### config.mk
export PLATFORM = sky130hd
export DESIGN_NAME = act_output_packer
export DESIGN_NICKNAME = d
export VERILOG_FILES = /design/src/rtl/npu_pkg.sv /design/src/rtl/act_pack_fifo2.sv /design/src/rtl/act_output_packer.sv
export SDC_FILE = /design/constraint.sdc
export NUM_CORES = 1
export LEC_CHECK = 0
export ABC_CLOCK_PERIOD_IN_PS = 6800
export CORE_UTILIZATION = 50
export DETAILED_ROUTE_END_ITERATION = 7
export GPL_TIMING_DRIVEN = 0
export HOLD_SLACK_MARGIN = 0.02
export PLACE_DENSITY_LB_ADDON = 0.1
export SYNTH_ARGS = -nofsm -noshare
export SYNTH_HDL_FRONTEND = slang
export SYNTH_SLANG_ARGS = --single-unit
### constraint.sdc
create_clock -name clk -period 6.8 [get_ports clk]
set_clock_uncertainty 0.15 [all_clocks]
set_input_delay 0.68 -clock clk [delete_from_list [all_inputs] [get_ports clk]]
set_output_delay 0.68 -clock clk [all_outputs]
set_load 0.01 [all_outputs]
### src/rtl/npu_pkg.sv
// -----------------------------------------------------------------------------
// npu_pkg
// Shared types and defaults for the activation output path.
//   pack_state_e : packer job state (IDLE, PACK, DRAIN)
//   act_word_t   : output word record {data, strb, addr, last} at default widths
//   DEFAULT_*    : default element width, lanes per word, word-address width
// -----------------------------------------------------------------------------
package npu_pkg;

  localparam int DEFAULT_DATA_WIDTH = 8;
  localparam int DEFAULT_PACK       = 4;
  localparam int DEFAULT_ADDR_WIDTH = 16;

  typedef enum logic [1:0] {
    ST_IDLE  = 2'd0,
    ST_PACK  = 2'd1,
    ST_DRAIN = 2'd2
  } pack_state_e;

  typedef struct packed {
    logic [DEFAULT_PACK*DEFAULT_DATA_WIDTH-1:0] data;
    logic [DEFAULT_PACK-1:0]                    strb;
    logic [DEFAULT_ADDR_WIDTH-1:0]              addr;
    logic                                       last;
  } act_word_t;

endpackage

### src/rtl/act_pack_fifo2.sv
// -----------------------------------------------------------------------------
// act_pack_fifo2
// Two-entry valid/ready FIFO with a registered head. A push into a full FIFO
// is accepted when the head is popped in the same cycle.
// Ports:
//   clk, rst               : clock, asynchronous active-high reset
//   push_valid/push_data   : write side; push_ready = not full or popping
//   pop_valid/pop_data     : head of queue (registered)
//   pop_ready              : consumer takes the head
// -----------------------------------------------------------------------------
module act_pack_fifo2 #(
  parameter int WIDTH = 8
) (
  input  logic             clk,
  input  logic             rst,
  input  logic             push_valid,
  input  logic [WIDTH-1:0] push_data,
  output logic             push_ready,
  output logic             pop_valid,
  output logic [WIDTH-1:0] pop_data,
  input  logic             pop_ready
);

  logic [WIDTH-1:0] head_r;
  logic [WIDTH-1:0] tail_r;
  logic [1:0]       cnt_r;
  logic             push_s;
  logic             pop_s;

  assign pop_valid  = (cnt_r != 2'd0);
  assign push_ready = (cnt_r != 2'd2) || pop_ready;
  assign pop_data   = head_r;
  assign push_s     = push_valid && push_ready;
  assign pop_s      = pop_valid && pop_ready;

  // Storage and occupancy; the head is zeroed when the FIFO empties.
  always_ff @(posedge clk or posedge rst) begin
    if (rst) begin
      head_r <= {WIDTH{1'b0}};
      tail_r <= {WIDTH{1'b0}};
      cnt_r  <= 2'd0;
    end else begin
      case ({push_s, pop_s})
        2'b10: begin
          if (cnt_r == 2'd0) begin
            head_r <= push_data;
          end else begin
            tail_r <= push_data;
          end
          cnt_r <= cnt_r + 2'd1;
        end
        2'b01: begin
          head_r <= (cnt_r == 2'd2) ? tail_r : {WIDTH{1'b0}};
          tail_r <= {WIDTH{1'b0}};
          cnt_r  <= cnt_r - 2'd1;
        end
        2'b11: begin
          if (cnt_r == 2'd1) begin
            head_r <= push_data;
          end else begin
            head_r <= tail_r;
            tail_r <= push_data;
          end
        end
        default: begin
          cnt_r <= cnt_r;
        end
      endcase
    end
  end

endmodule

### src/rtl/act_output_packer.sv
// -----------------------------------------------------------------------------
// act_output_packer
// Packs PACK signed elements from the activation unit into one little-endian
// word (lane 0 in the LSBs) and writes words with lane strobes and an
// incrementing word address to the output buffer through a 2-entry FIFO.
// Ports:
//   clk, rst               : clock, asynchronous active-high reset
//   start, base_addr       : begin a job at word address base_addr
//   valid_in/data_in/last_in : element stream, no backpressure
//   in_ready               : advisory, element can be taken this cycle
//   out_valid/out_ready    : write port handshake
//   out_data/out_strb/out_addr/out_last : FIFO head word
//   busy, done             : job in progress, one-cycle drain-complete pulse
//   overflow_err           : sticky, an element was dropped
//   word_cnt               : words transferred this job (ACT_PACK_WORD_CNT_EN)
// Optional macro: ACT_PACK_WORD_CNT_EN
// -----------------------------------------------------------------------------
module act_output_packer
  import npu_pkg::*;
#(
  parameter int DATA_WIDTH = DEFAULT_DATA_WIDTH,
  parameter int PACK       = DEFAULT_PACK,
  parameter int ADDR_WIDTH = DEFAULT_ADDR_WIDTH
) (
  input  logic                         clk,
  input  logic                         rst,
  input  logic                         start,
  input  logic [ADDR_WIDTH-1:0]        base_addr,
  input  logic                         valid_in,
  input  logic signed [DATA_WIDTH-1:0] data_in,
  input  logic                         last_in,
  output logic                         in_ready,
  output logic                         out_valid,
  input  logic                         out_ready,
  output logic [PACK*DATA_WIDTH-1:0]   out_data,
  output logic [PACK-1:0]              out_strb,
  output logic [ADDR_WIDTH-1:0]        out_addr,
  output logic                         out_last,
  output logic                         busy,
  output logic                         done,
  output logic                         overflow_err
`ifdef ACT_PACK_WORD_CNT_EN
  ,
  output logic [ADDR_WIDTH-1:0]        word_cnt
`endif
);

  localparam int LANE_W = $clog2(PACK);
  localparam int WORD_W = PACK * DATA_WIDTH;
  localparam int PAY_W  = WORD_W + PACK + ADDR_WIDTH + 1;

  pack_state_e         state_r;
  logic [LANE_W-1:0]   lane_cnt_r;
  logic [WORD_W-1:0]   asm_data_r;
  logic [PACK-1:0]     asm_strb_r;
  logic [ADDR_WIDTH-1:0] addr_r;
  logic                overflow_r;

  logic [WORD_W-1:0]   word_data_s;
  logic [PACK-1:0]     word_strb_s;
  logic                push_ready_s;
  logic                accept_s;
  logic                complete_s;
  logic                start_take_s;
  logic                done_s;
  logic [PAY_W-1:0]    push_data_s;
  logic [PAY_W-1:0]    head_s;

  // The FIFO's push_ready already folds in "full but popping this cycle".
  assign in_ready     = (state_r == ST_PACK) && push_ready_s;
  assign accept_s     = in_ready && valid_in;
  assign complete_s   = accept_s && ((lane_cnt_r == LANE_W'(PACK - 1)) || last_in);
  assign done_s       = (state_r == ST_DRAIN) && !out_valid;
  assign start_take_s = start && ((state_r == ST_IDLE) || done_s);
  assign busy         = (state_r != ST_IDLE);
  assign done         = done_s;
  assign overflow_err = overflow_r;

  // Current assembly register with the incoming element merged into its lane.
  always_comb begin
    word_data_s = asm_data_r;
    word_strb_s = asm_strb_r;
    word_data_s[lane_cnt_r*DATA_WIDTH +: DATA_WIDTH] = data_in;
    word_strb_s[lane_cnt_r] = 1'b1;
  end

  assign push_data_s = {word_data_s, word_strb_s, addr_r, last_in};

  act_pack_fifo2 #(.WIDTH(PAY_W)) u_fifo (
    .clk        (clk),
    .rst        (rst),
    .push_valid (complete_s),
    .push_data  (push_data_s),
    .push_ready (push_ready_s),
    .pop_valid  (out_valid),
    .pop_data   (head_s),
    .pop_ready  (out_ready)
  );

  assign out_data = head_s[PAY_W-1 -: WORD_W];
  assign out_strb = head_s[ADDR_WIDTH+PACK : ADDR_WIDTH+1];
  assign out_addr = head_s[ADDR_WIDTH:1];
  assign out_last = head_s[0];

  // Job state machine, lane assembly, word address and sticky overflow.
  always_ff @(posedge clk or posedge rst) begin
    if (rst) begin
      state_r    <= ST_IDLE;
      lane_cnt_r <= {LANE_W{1'b0}};
      asm_data_r <= {WORD_W{1'b0}};
      asm_strb_r <= {PACK{1'b0}};
      addr_r     <= {ADDR_WIDTH{1'b0}};
      overflow_r <= 1'b0;
    end else if (start_take_s) begin
      // A start coinciding with done chains straight into the next job.
      state_r    <= ST_PACK;
      lane_cnt_r <= {LANE_W{1'b0}};
      asm_data_r <= {WORD_W{1'b0}};
      asm_strb_r <= {PACK{1'b0}};
      addr_r     <= base_addr;
      overflow_r <= 1'b0;
    end else begin
      case (state_r)
        ST_PACK: begin
          if (accept_s) begin
            if (complete_s) begin
              // Cleared so a later partial word has zero unfilled lanes.
              lane_cnt_r <= {LANE_W{1'b0}};
              asm_data_r <= {WORD_W{1'b0}};
              asm_strb_r <= {PACK{1'b0}};
              addr_r     <= addr_r + ADDR_WIDTH'(1);
            end else begin
              lane_cnt_r <= lane_cnt_r + LANE_W'(1);
              asm_data_r <= word_data_s;
              asm_strb_r <= word_strb_s;
            end
            if (last_in) begin
              state_r <= ST_DRAIN;
            end
          end else if (valid_in) begin
            overflow_r <= 1'b1;
          end
        end
        ST_DRAIN: begin
          if (done_s) begin
            state_r <= ST_IDLE;
          end
        end
        ST_IDLE: begin
          state_r <= ST_IDLE;
        end
        default: begin
          state_r <= ST_IDLE;
        end
      endcase
    end
  end

`ifdef ACT_PACK_WORD_CNT_EN
  // Words transferred this job; saturates and holds after done.
  always_ff @(posedge clk or posedge rst) begin
    if (rst) begin
      word_cnt <= {ADDR_WIDTH{1'b0}};
    end else if (start_take_s) begin
      word_cnt <= {ADDR_WIDTH{1'b0}};
    end else if (out_valid && out_ready && (word_cnt != {ADDR_WIDTH{1'b1}})) begin
      word_cnt <= word_cnt + ADDR_WIDTH'(1);
    end
  end
`else
  // Word counter not built in this configuration.
`endif

endmodule
==> run_results.csv, run 1 <==
group,metric,value,unit
run_status,status,"finished, final reports clean",
synthesis,yosys.area.top_type_share,0.539,
synthesis,synth_edf_count,0,
synthesis,synth_top_area_cell,"dfrtp_1",
clocking,cts_setup_buffers,0,
global_routing,grt_use_total,0.270,
clocking,cts_tree,"done",
die,rows,44,
timing,finalCritPeriodShare,0.614,
pwr,power_leakage,4.10,nW
timing,fmax,239,MHz
route,wire_per_inst,18.3,um
clocking,clk_latency,430,ps
synthesis,synth.distinct_cells,45,
clocking,hold_buffers,0,
place,gp_congestion,0.852,
critical_path,rr_worst_depth,9,
route,drt-initial-drc-count,511,
synthesis,ys_warn_count,0,
route,num_vias,6407,
die,fp.dieArea,0.0158,mm2
critical_path,rrSetupSlack,2620,ps
timing,holdWs,332,ps
timing,worstMarginPinSlew,1030,ps
worst_hold_path,min_path_cells,2,
clocking,cts_sinks,165,
worst_hold_path,hp-class,"reg2reg",
route,drc,0,
route,drt_wl_total,20000,um
finish,final_nets,942,
finish,area_growth,23.0,%
critical_path,critPathArrivalTime,4380,ps
die,core,0.0148,mm2
clocking,clock-root-buffer,"clkbuf_16",
finish,diodes,0,
route,ant_nets,0,
synthesis,synth.area.top_cells,"dfrtp_1 54%, nand2_1 5.9%, nor2_1 5.8%",
synthesis,synth-seq-cells,165,
place,dp_hpwl,13800,um
pwr,p_per_area,446,mW/mm2
job,maxCapViolCount,0,
clocking,cts_resized,0,
finish,layout_commonest_cell,"dfrtp_1",
critical_path,critPathLaunchType,"flip-flop",
route,via_per_inst,5.87,
timing,timing.final.max_slew_violations,0,
synthesis,seq_area_frac_synth,0.539,
global_routing,antenna_found_initial,0,
timing,setup_viol,0,
synthesis,synth_flop_cell,"dfrtp_1",
timing,slew_headroom,0.305,
timing,period_minus_slack,4180,ps
critical_path,worstPathMaxFanout,11,
finish,post-route-util,0.639,
clocking,clock_path_buffers,2,
clocking,clk_pin_slew,70,ps
synthesis,postSynthCellCount,789,
timing,setup_slack,2620,ps
die,start_util,0.519,
critical_path,required,7010,ps
synthesis,synth_area,0.00766,mm2
die,chipHeight,126,um
critical_path,crit_type,"reg2reg",
critical_path,endpoint_kind,"flip-flop",
die,die_w,126,um
die,pin_count,88,
clocking,htree_levels,4,
global_routing,grt_pass1_wl,33600,um
place,port_buffers,86,
clocking,cts_buffers,17,
global_routing,grt_max_degree,122,
timing,grt_setup_unrepaired,"false",
finish,final_cell_mix,"165 x dfrtp_1, 120 x nand2_1, 118 x nor2_1",
pwr,irDropWorstVdd,0.216,mV
synthesis,syn_avg_cell_area,9.71,um2
global_routing,grt_pass1_vias,6560,
global_routing,grt_overflow_total,0,
synthesis,asyncSetResetFlopFracSynth,1.00,
place,pre_cts_slack,2330,ps
synthesis,syn_nets,836,
finish,layout-drive-gt1-share,0.0683,
route,first_pass_iters,5,
timing,hold_violations,0,
worst paths after layout:
kind,endpoint,from
setup reg to reg,u_fifo.pop_data[3],lane_cnt_r[0]
hold / removal,u_fifo.tail_r[1],u_fifo.tail_r[1]
min in group asynchronous,u_fifo.pop_data[7],rst
hold reg to reg,u_fifo.tail_r[1],u_fifo.tail_r[1]
setup / recovery,u_fifo.pop_data[3],lane_cnt_r[0]
max in group asynchronous,u_fifo.tail_r[4],rst
metal layers:
metal  GRT usage  part of all wire  vias up
li1            -                 -     2954
met5           0                 0        -
met3      0.0408             0.048       44
met1       0.380              0.46     3184
met4       0.111             0.025        0
met2       0.419              0.46      225
power by group:
part / leakage (nW) / switching, mW / internal [mW]
Clock: 0.313 / 0.399 / 0.629
Sequential: 2.14 / 0.230 / 1.30
Combinational: 1.65 / 0.941 / 0.702
Total: 4.10 / 1.57 / 2.63
Yosys cell counts (5+ instances only):
master	instances
nand2_1	120
and3_1	5
inv_1	33
nor2_1	118
ha_1	17
o21ai_0	77
xnor2_1	9
a221oi_2	7
a22o_1	48
a21oi_1	33
xor2_1	7
buf_1	5
nand3_1	7
clkbuf_1	26
nor2b_1	13
o31ai_1	5
dfrtp_1	165
buf_6	9
nor3_1	8
a221oi_1	35
a31oi_1	5
flip-flops by register name (all words and copies together) (netlist names):
register         flops
u_fifo.cnt_r         2
addr_r              16
asm_strb_r           4
overflow_err         1
u_fifo.pop_data     53
state_r              2
asm_data_r          32
lane_cnt_r           2
u_fifo.tail_r       53
final cells by class:
cell class                 instances  area, um2
buffer                            44        240
clock buffer                      22        494
clock inverter                    10        143
fill                            1203       5330
inverter                          35        139
multi-input combinational        545       3160
sequential                       165       4130
tap                              184        230
timing repair buffer              87        888
worst max-delay path, stage by stage, from the launching register on:
cell and delay [ps]:
dfrtp_1 550, ha_1 430, nor2_1 180, nor4_4 650, ha_1 350, nand2b_1 80
a21oi_1 740, clkbuf_1 600, a221oi_1 240, nor2_1 130
per-stage QoR:
step | cells | power [mW] | TNS, ps | cell area [um2]
CTS | 1092 | 4.21 | 0 | 9420
finish | 1092 | 4.20 | 0 | 9420
floorplan | 789 | 2.46 | 0 | 7660
global placement | 1059 | 3.11 | -83650 | 8750
global route | 1092 | 4.47 | 0 | 9420
detailed placement | 1060 | 3.17 | 0 | 8790
logic make-up (layout without fill, tap and decap cells):
| kind of cell | Yosys count | in the layout | synth area share |
|---|---|---|---|
| fa+ha+maj | 17 | 17 | 0.0278 |
| simple gates | 294 | 294 | 0.166 |
| flops | 165 | 165 | 0.539 |
| xor+xnor | 16 | 16 | 0.0183 |
| buf+inv | 79 | 198 | 0.0485 |
| compound gates | 218 | 218 | 0.200 |
No activity file was read; power rests on OpenSTA's default activity.
==> run 2, diff against run 1 <==
- ABC_CLOCK_PERIOD_IN_PS: 6800 -> 3500
- clock period: 6.8 -> 3.5 ns (I/O delays scaled with it)
==> run 2 against run 1 <==
  * Via count up 0.66%
  * Maximum frequency up 24%
  * Sequential share of layout area down 0.61 points
  * First-iteration DRC count up 23%
  * Die area unchanged
  * Final area up 1.4%
  * Routed wire length up 0.88%
  * Hold slack worse by 210 ps
  * Sequential power up 95%
  * Worst setup slack worse by 2500 ps
  * Critical path type unchanged
  * Critical endpoint is now u_fifo.tail_r[42]
==> run_results.csv, run 2 (synthesis results as in run 1) <==
group,metric,value,unit
die,die_w,126,um
place,gp_congestion,0.842,
global_routing,antenna_found_initial,0,
place,dp_hpwl,14000,um
route,num_vias,6449,
route,drt_wl_total,20100,um
timing,finalCritPeriodShare,0.966,
global_routing,grt_max_degree,44,
timing,grt_setup_unrepaired,"false",
route,wire_per_inst,18.3,um
timing,period_minus_slack,3380,ps
critical_path,required,3720,ps
job,maxCapViolCount,0,
die,start_util,0.519,
place,pre_cts_slack,-717,ps
place,port_buffers,86,
finish,layout_commonest_cell,"dfrtp_1",
timing,fmax,296,MHz
pwr,p_per_area,863,mW/mm2
critical_path,endpoint_kind,"flip-flop",
finish,area_growth,24.8,%
global_routing,grt_pass1_wl,33200,um
clocking,cts_sinks,165,
die,core,0.0148,mm2
route,first_pass_iters,5,
clocking,clk_latency,430,ps
route,drt-initial-drc-count,627,
timing,worstMarginPinSlew,985,ps
die,rows,44,
finish,layout-drive-gt1-share,0.0951,
global_routing,grt_use_total,0.269,
run_status,status,"finished, final reports clean",
clocking,clock_path_buffers,2,
pwr,power_leakage,4.18,nW
clocking,cts_tree,"done",
timing,timing.final.max_slew_violations,0,
worst_hold_path,hp-class,"in2reg",
route,via_per_inst,5.87,
critical_path,crit_type,"reg2reg",
pwr,irDropWorstVdd,0.402,mV
timing,hold_violations,0,
global_routing,grt_overflow_total,0,
finish,final_cell_mix,"165 x dfrtp_1, 119 x nand2_1, 117 x nor2_1",
timing,tns,0,ps
die,chipHeight,126,um
die,fp.dieArea,0.0158,mm2
finish,final_nets,949,
route,drc,0,
timing,setup_slack,120,ps
critical_path,worstPathMaxFanout,11,
timing,slew_headroom,0.338,
clocking,clock-root-buffer,"clkbuf_16",
route,ant_nets,0,
critical_path,critPathLaunchType,"flip-flop",
clocking,htree_levels,4,
die,pin_count,88,
finish,diodes,0,
timing,setup_viol,0,
critical_path,critPathArrivalTime,3600,ps
clocking,cts_buffers,17,
global_routing,grt_pass1_vias,6321,
clocking,clk_pin_slew,70,ps
run 2: cell types whose count changed in the layout (fill, tap and decap cells not counted), moves of 3 or more:
| cell | change |
|---|---|
| buf_12 | +3 |
| buf_4 | +4 |
| clkbuf_1 | -15 |
| clkbuf_2 | +15 |
| clkbuf_8 | -4 |
| clkinvlp_4 | +3 |
run 2: critical path: stages (launching register included):
cell	delay, ps
dfrtp_1	540
ha_1	390
nor2_1	170
nor4_4	450
buf_4	200
ha_1	200
a21oi_1	90
nand2_1	160
clkbuf_2	310
clkbuf_1	430
a22o_1	230
run 2: what timing repair did:
action	CTS	global route
setup endpoints to repair	102	91
cloned	0	0
setup buffers	4	0
hold buffers	0	0
pin swaps	1	0
gates resized for setup	5	27
run 2: per-layer routing:
layer,up-vias,part of all wire,GRT usage
met4,0,0.019,0.110
met1,3223,0.46,0.383
met2,219,0.47,0.412
met3,30,0.053,0.0459
li1,2977,-,-
met5,-,0,0
run 2: power by group:
| group | internal, mW | switching [mW] | total, mW |
|---|---|---|---|
| registers | 2.53 | 0.450 | 2.98 |
| logic | 1.40 | 1.84 | 3.24 |
| clock network | 1.22 | 0.817 | 2.04 |
| total | 5.15 | 3.10 | 8.25 |
run 2: final timing paths:
kind                                   startpoint             endpoint  slack, ps  cells past startpoint
worst max-delay path                lane_cnt_r[0]    u_fifo.tail_r[42]        120                     10
worst min-delay path                      last_in     u_fifo.tail_r[0]        130                      3
worst max register to register      lane_cnt_r[0]    u_fifo.tail_r[42]        120                     10
worst min register to register  u_fifo.tail_r[13]    u_fifo.tail_r[13]        330                      2
max in group asynchronous                     rst  u_fifo.pop_data[34]       1880                      5
min in group asynchronous                     rst  u_fifo.pop_data[10]        240                      2
run 2: layout make-up:
cell class | count | area (um2)
Buffer | 44 | 259
Multi-Input combinational cell | 545 | 3190
Tap cell | 184 | 230
Clock buffer | 18 | 439
Inverter | 35 | 135
Fill cell | 1195 | 5200
Clock inverter | 14 | 199
Sequential cell | 165 | 4130
Timing Repair Buffer | 94 | 978
run 2: through the flow:
| step | util | area (um2) | total power [mW] | cells | hold WS (ps) |
|---|---|---|---|---|---|
| 2_1_floorplan | - | 7660 | 4.78 | 789 | 298 |
| 5_1_grt | 0.648 | 9560 | 8.76 | 1099 | 153 |
| 6_report | 0.648 | 9560 | 8.25 | 1099 | 125 |
| 3_5_place_dp | 0.599 | 8840 | 6.16 | 1063 | 319 |
| 4_1_cts | 0.645 | 9520 | 8.24 | 1099 | 118 |
| 3_3_place_gp | 0.593 | 8760 | 6.04 | 1059 | 310 |
==> run 3, diff against run 2 <==
- ABC_CLOCK_PERIOD_IN_PS: 3500 -> 3100
- clock period: 3.5 -> 3.1 ns (I/O delays scaled with it)
==> run 3 against run 2 <==
  * Sequential share of layout area is 0.17 points lower
  * Routed wire length is 0.25% lower
  * Combinational power is 14% higher
  * Hold slack worse by 36 ps
  * Global-route usage is 0.051 points higher
  * Maximum frequency is 13% higher
  * Count of clock-buffer cells in the layout stayed put
  * Die area stayed put
  * Clock power is 13% higher
  * Worst setup slack worse by 13 ps
==> run_results.csv, run 3 (synthesis results as in run 1) <==
group,metric,value,unit
finish,fin_area,0.00960,mm2
die,rows,44,
critical_path,required,3280,ps
global_routing,grt_use_total,0.270,
route,drc,0,
timing,slew_headroom,0.364,
pwr,power_frac_comb,0.395,
die,fp.dieArea,0.0158,mm2
timing,timing.final.max_slew_violations,0,
route,maxUsedRoutingLayer,"met4",
timing,grt_setup_unrepaired,"false",
place,gp_congestion,0.842,
critical_path,endpoint_kind,"flip-flop",
timing,fmax,334,MHz
route,via_per_inst,5.87,
finish,final_cell_mix,"164 x dfrtp_1, 119 x nand2_1, 116 x nor2_1",
pwr,p_per_area,974,mW/mm2
run_status,status,"finished, final reports clean",
place,port_buffers,86,
route,first_pass_iters,7,
route,met3WireLength,1150,um
timing,setup_viol,0,
route,drt-initial-drc-count,565,
die,pin_count,88,
place,dp_hpwl,14000,um
die,core,0.0148,mm2
critical_path,critPathArrivalTime,3170,ps
timing,finalCritPeriodShare,0.965,
clocking,clock_path_buffers,2,
global_routing,grt_max_degree,44,
job,maxCapViolCount,0,
pwr,p_clk_frac,0.246,
route,wl_met1,9100,um
global_routing,antenna_found_initial,0,
global_routing,grt_pass1_vias,6326,
finish,area_growth,25.3,%
critical_path,slowest_stage,"dfrtp_1",
route,drt_wl_total,20100,um
finish,post-route-util,0.651,
pwr,p_sw_frac,0.375,
clocking,clk_pin_slew,70,ps
clocking,cts_tree,"done",
clocking,clk_latency,430,ps
die,chipHeight,126,um
finish,diodes,0,
critical_path,crit_type,"reg2reg",
critical_path,critPathLaunchType,"flip-flop",
clocking,clock-root-buffer,"clkbuf_16",
route,ant_nets,0,
finish,layout-drive-gt1-share,0.108,
global_routing,grt_overflow_total,0,
route,wl_met2,9380,um
timing,period_minus_slack,2990,ps
place,placed_cell_area,0.00884,mm2
pwr,power_leakage,4.19,nW
timing,worstMarginPinSlew,946,ps
clocking,cts_sinks,165,
critical_path,crit_path_max_incr_delay,390,ps
timing,hold_violations,0,
critical_path,path_cells,"inv_1 > ha_1 > nor2b_4 > nor4_4 > buf_4 > buf_4 > ha_1 > a21oi_1 > nand2_1 > clkbuf_2 > clkbuf_2 > o31ai_1",
pwr,irDropWorstVdd,0.521,mV
global_routing,grt_pass1_wl,33300,um
pwr,p_sw,3.51,mW
pwr,pwr-share-seq,0.359,
die,start_util,0.519,
finish,final_nets,951,
clocking,cts_buffers,17,
place,placedCellCount,1063,
route,wire_per_inst,18.2,um
worst_hold_path,hp-class,"in2reg",
die,die_w,126,um
finish,final_cell_count_no_fill,1101,
clocking,htree_levels,4,
route,num_vias,6460,
finish,layout_commonest_cell,"dfrtp_1",
pwr,p_int,5.84,mW
clocking,hold_buffers,0,
critical_path,worstPathMaxFanout,10,
run 3: power by group through the flow:
stage | Combinational [mW] | Sequential, mW | Clock (mW)
finish | 3.69 | 3.36 | 2.30
global route | 4.06 | 3.46 | 2.40
CTS | 3.66 | 3.36 | 2.32
detailed placement | 3.57 | 3.39 | 0
global placement | 3.47 | 3.35 | 0
floorplan | 1.94 | 3.46 | 0
run 3: area by class of cell:
| class | count | area, um2 |
|---|---|---|
| multi-input combinational | 545 | 3210 |
| clock inverter | 14 | 199 |
| tap | 184 | 230 |
| sequential | 165 | 4130 |
| inverter | 35 | 135 |
| timing repair buffer | 96 | 993 |
| fill | 1186 | 5160 |
| buffer | 44 | 262 |
| clock buffer | 18 | 439 |
run 3: metrics by stage:
stage | power (mW) | worst slack (ps) | hold WS (ps) | setup TNS [ps]
after floorplan | 5.40 | 192 | 277 | 0
after global placement | 6.82 | -940 | 310 | -192970
after detailed placement | 6.96 | -1080 | 319 | -80080
after CTS | 9.34 | 47.7 | 77.7 | 0
after global routing | 9.93 | 23.5 | 118 | 0
final | 9.35 | 107 | 89.4 | 0
run 3: path summary, 6_finish.rpt:
| kind | slack [ps] | startpoint | depth (start not counted) | endpoint |
|---|---|---|---|---|
| hold reg to reg | 330 | u_fifo.tail_r[23] | 2 | u_fifo.tail_r[23] |
| setup / recovery | 110 | u_fifo.cnt_r[0] | 12 | u_fifo.tail_r[19] |
| min in group asynchronous | 200 | rst | 2 | u_fifo.pop_data[13] |
| max in group asynchronous | 1520 | rst | 5 | lane_cnt_r[0] |
| hold / removal | 90 | last_in | 3 | u_fifo.tail_r[0] |
| setup reg to reg | 110 | u_fifo.cnt_r[0] | 12 | u_fifo.tail_r[19] |
run 3: per-layer routing:
layer	up-vias	global-route usage
met3	36	0.0459
met4	0	0.110
met1	3223	0.383
met5	-	0
met2	221	0.414
li1	2980	-
run 3: repair_timing:
item	4_1_cts	5_1_grt
endpoints found under the hold margin	0	0
gates resized for setup	25	7
setup endpoints to repair	106	91
pin swaps	1	2
buffers inserted	4	2
run 3: worst max-delay path: cells and delay by family, from the launching register on:
| kind | cells | cell delay [ps] |
|---|---|---|
| adder cells (fa/ha/maj) | 2 | 470 |
| AND/OR/NAND/NOR | 3 | 430 |
| flip-flops | 1 | 390 |
| buffers and inverters | 5 | 980 |
| AO/OA/AOI/OAI | 2 | 470 |
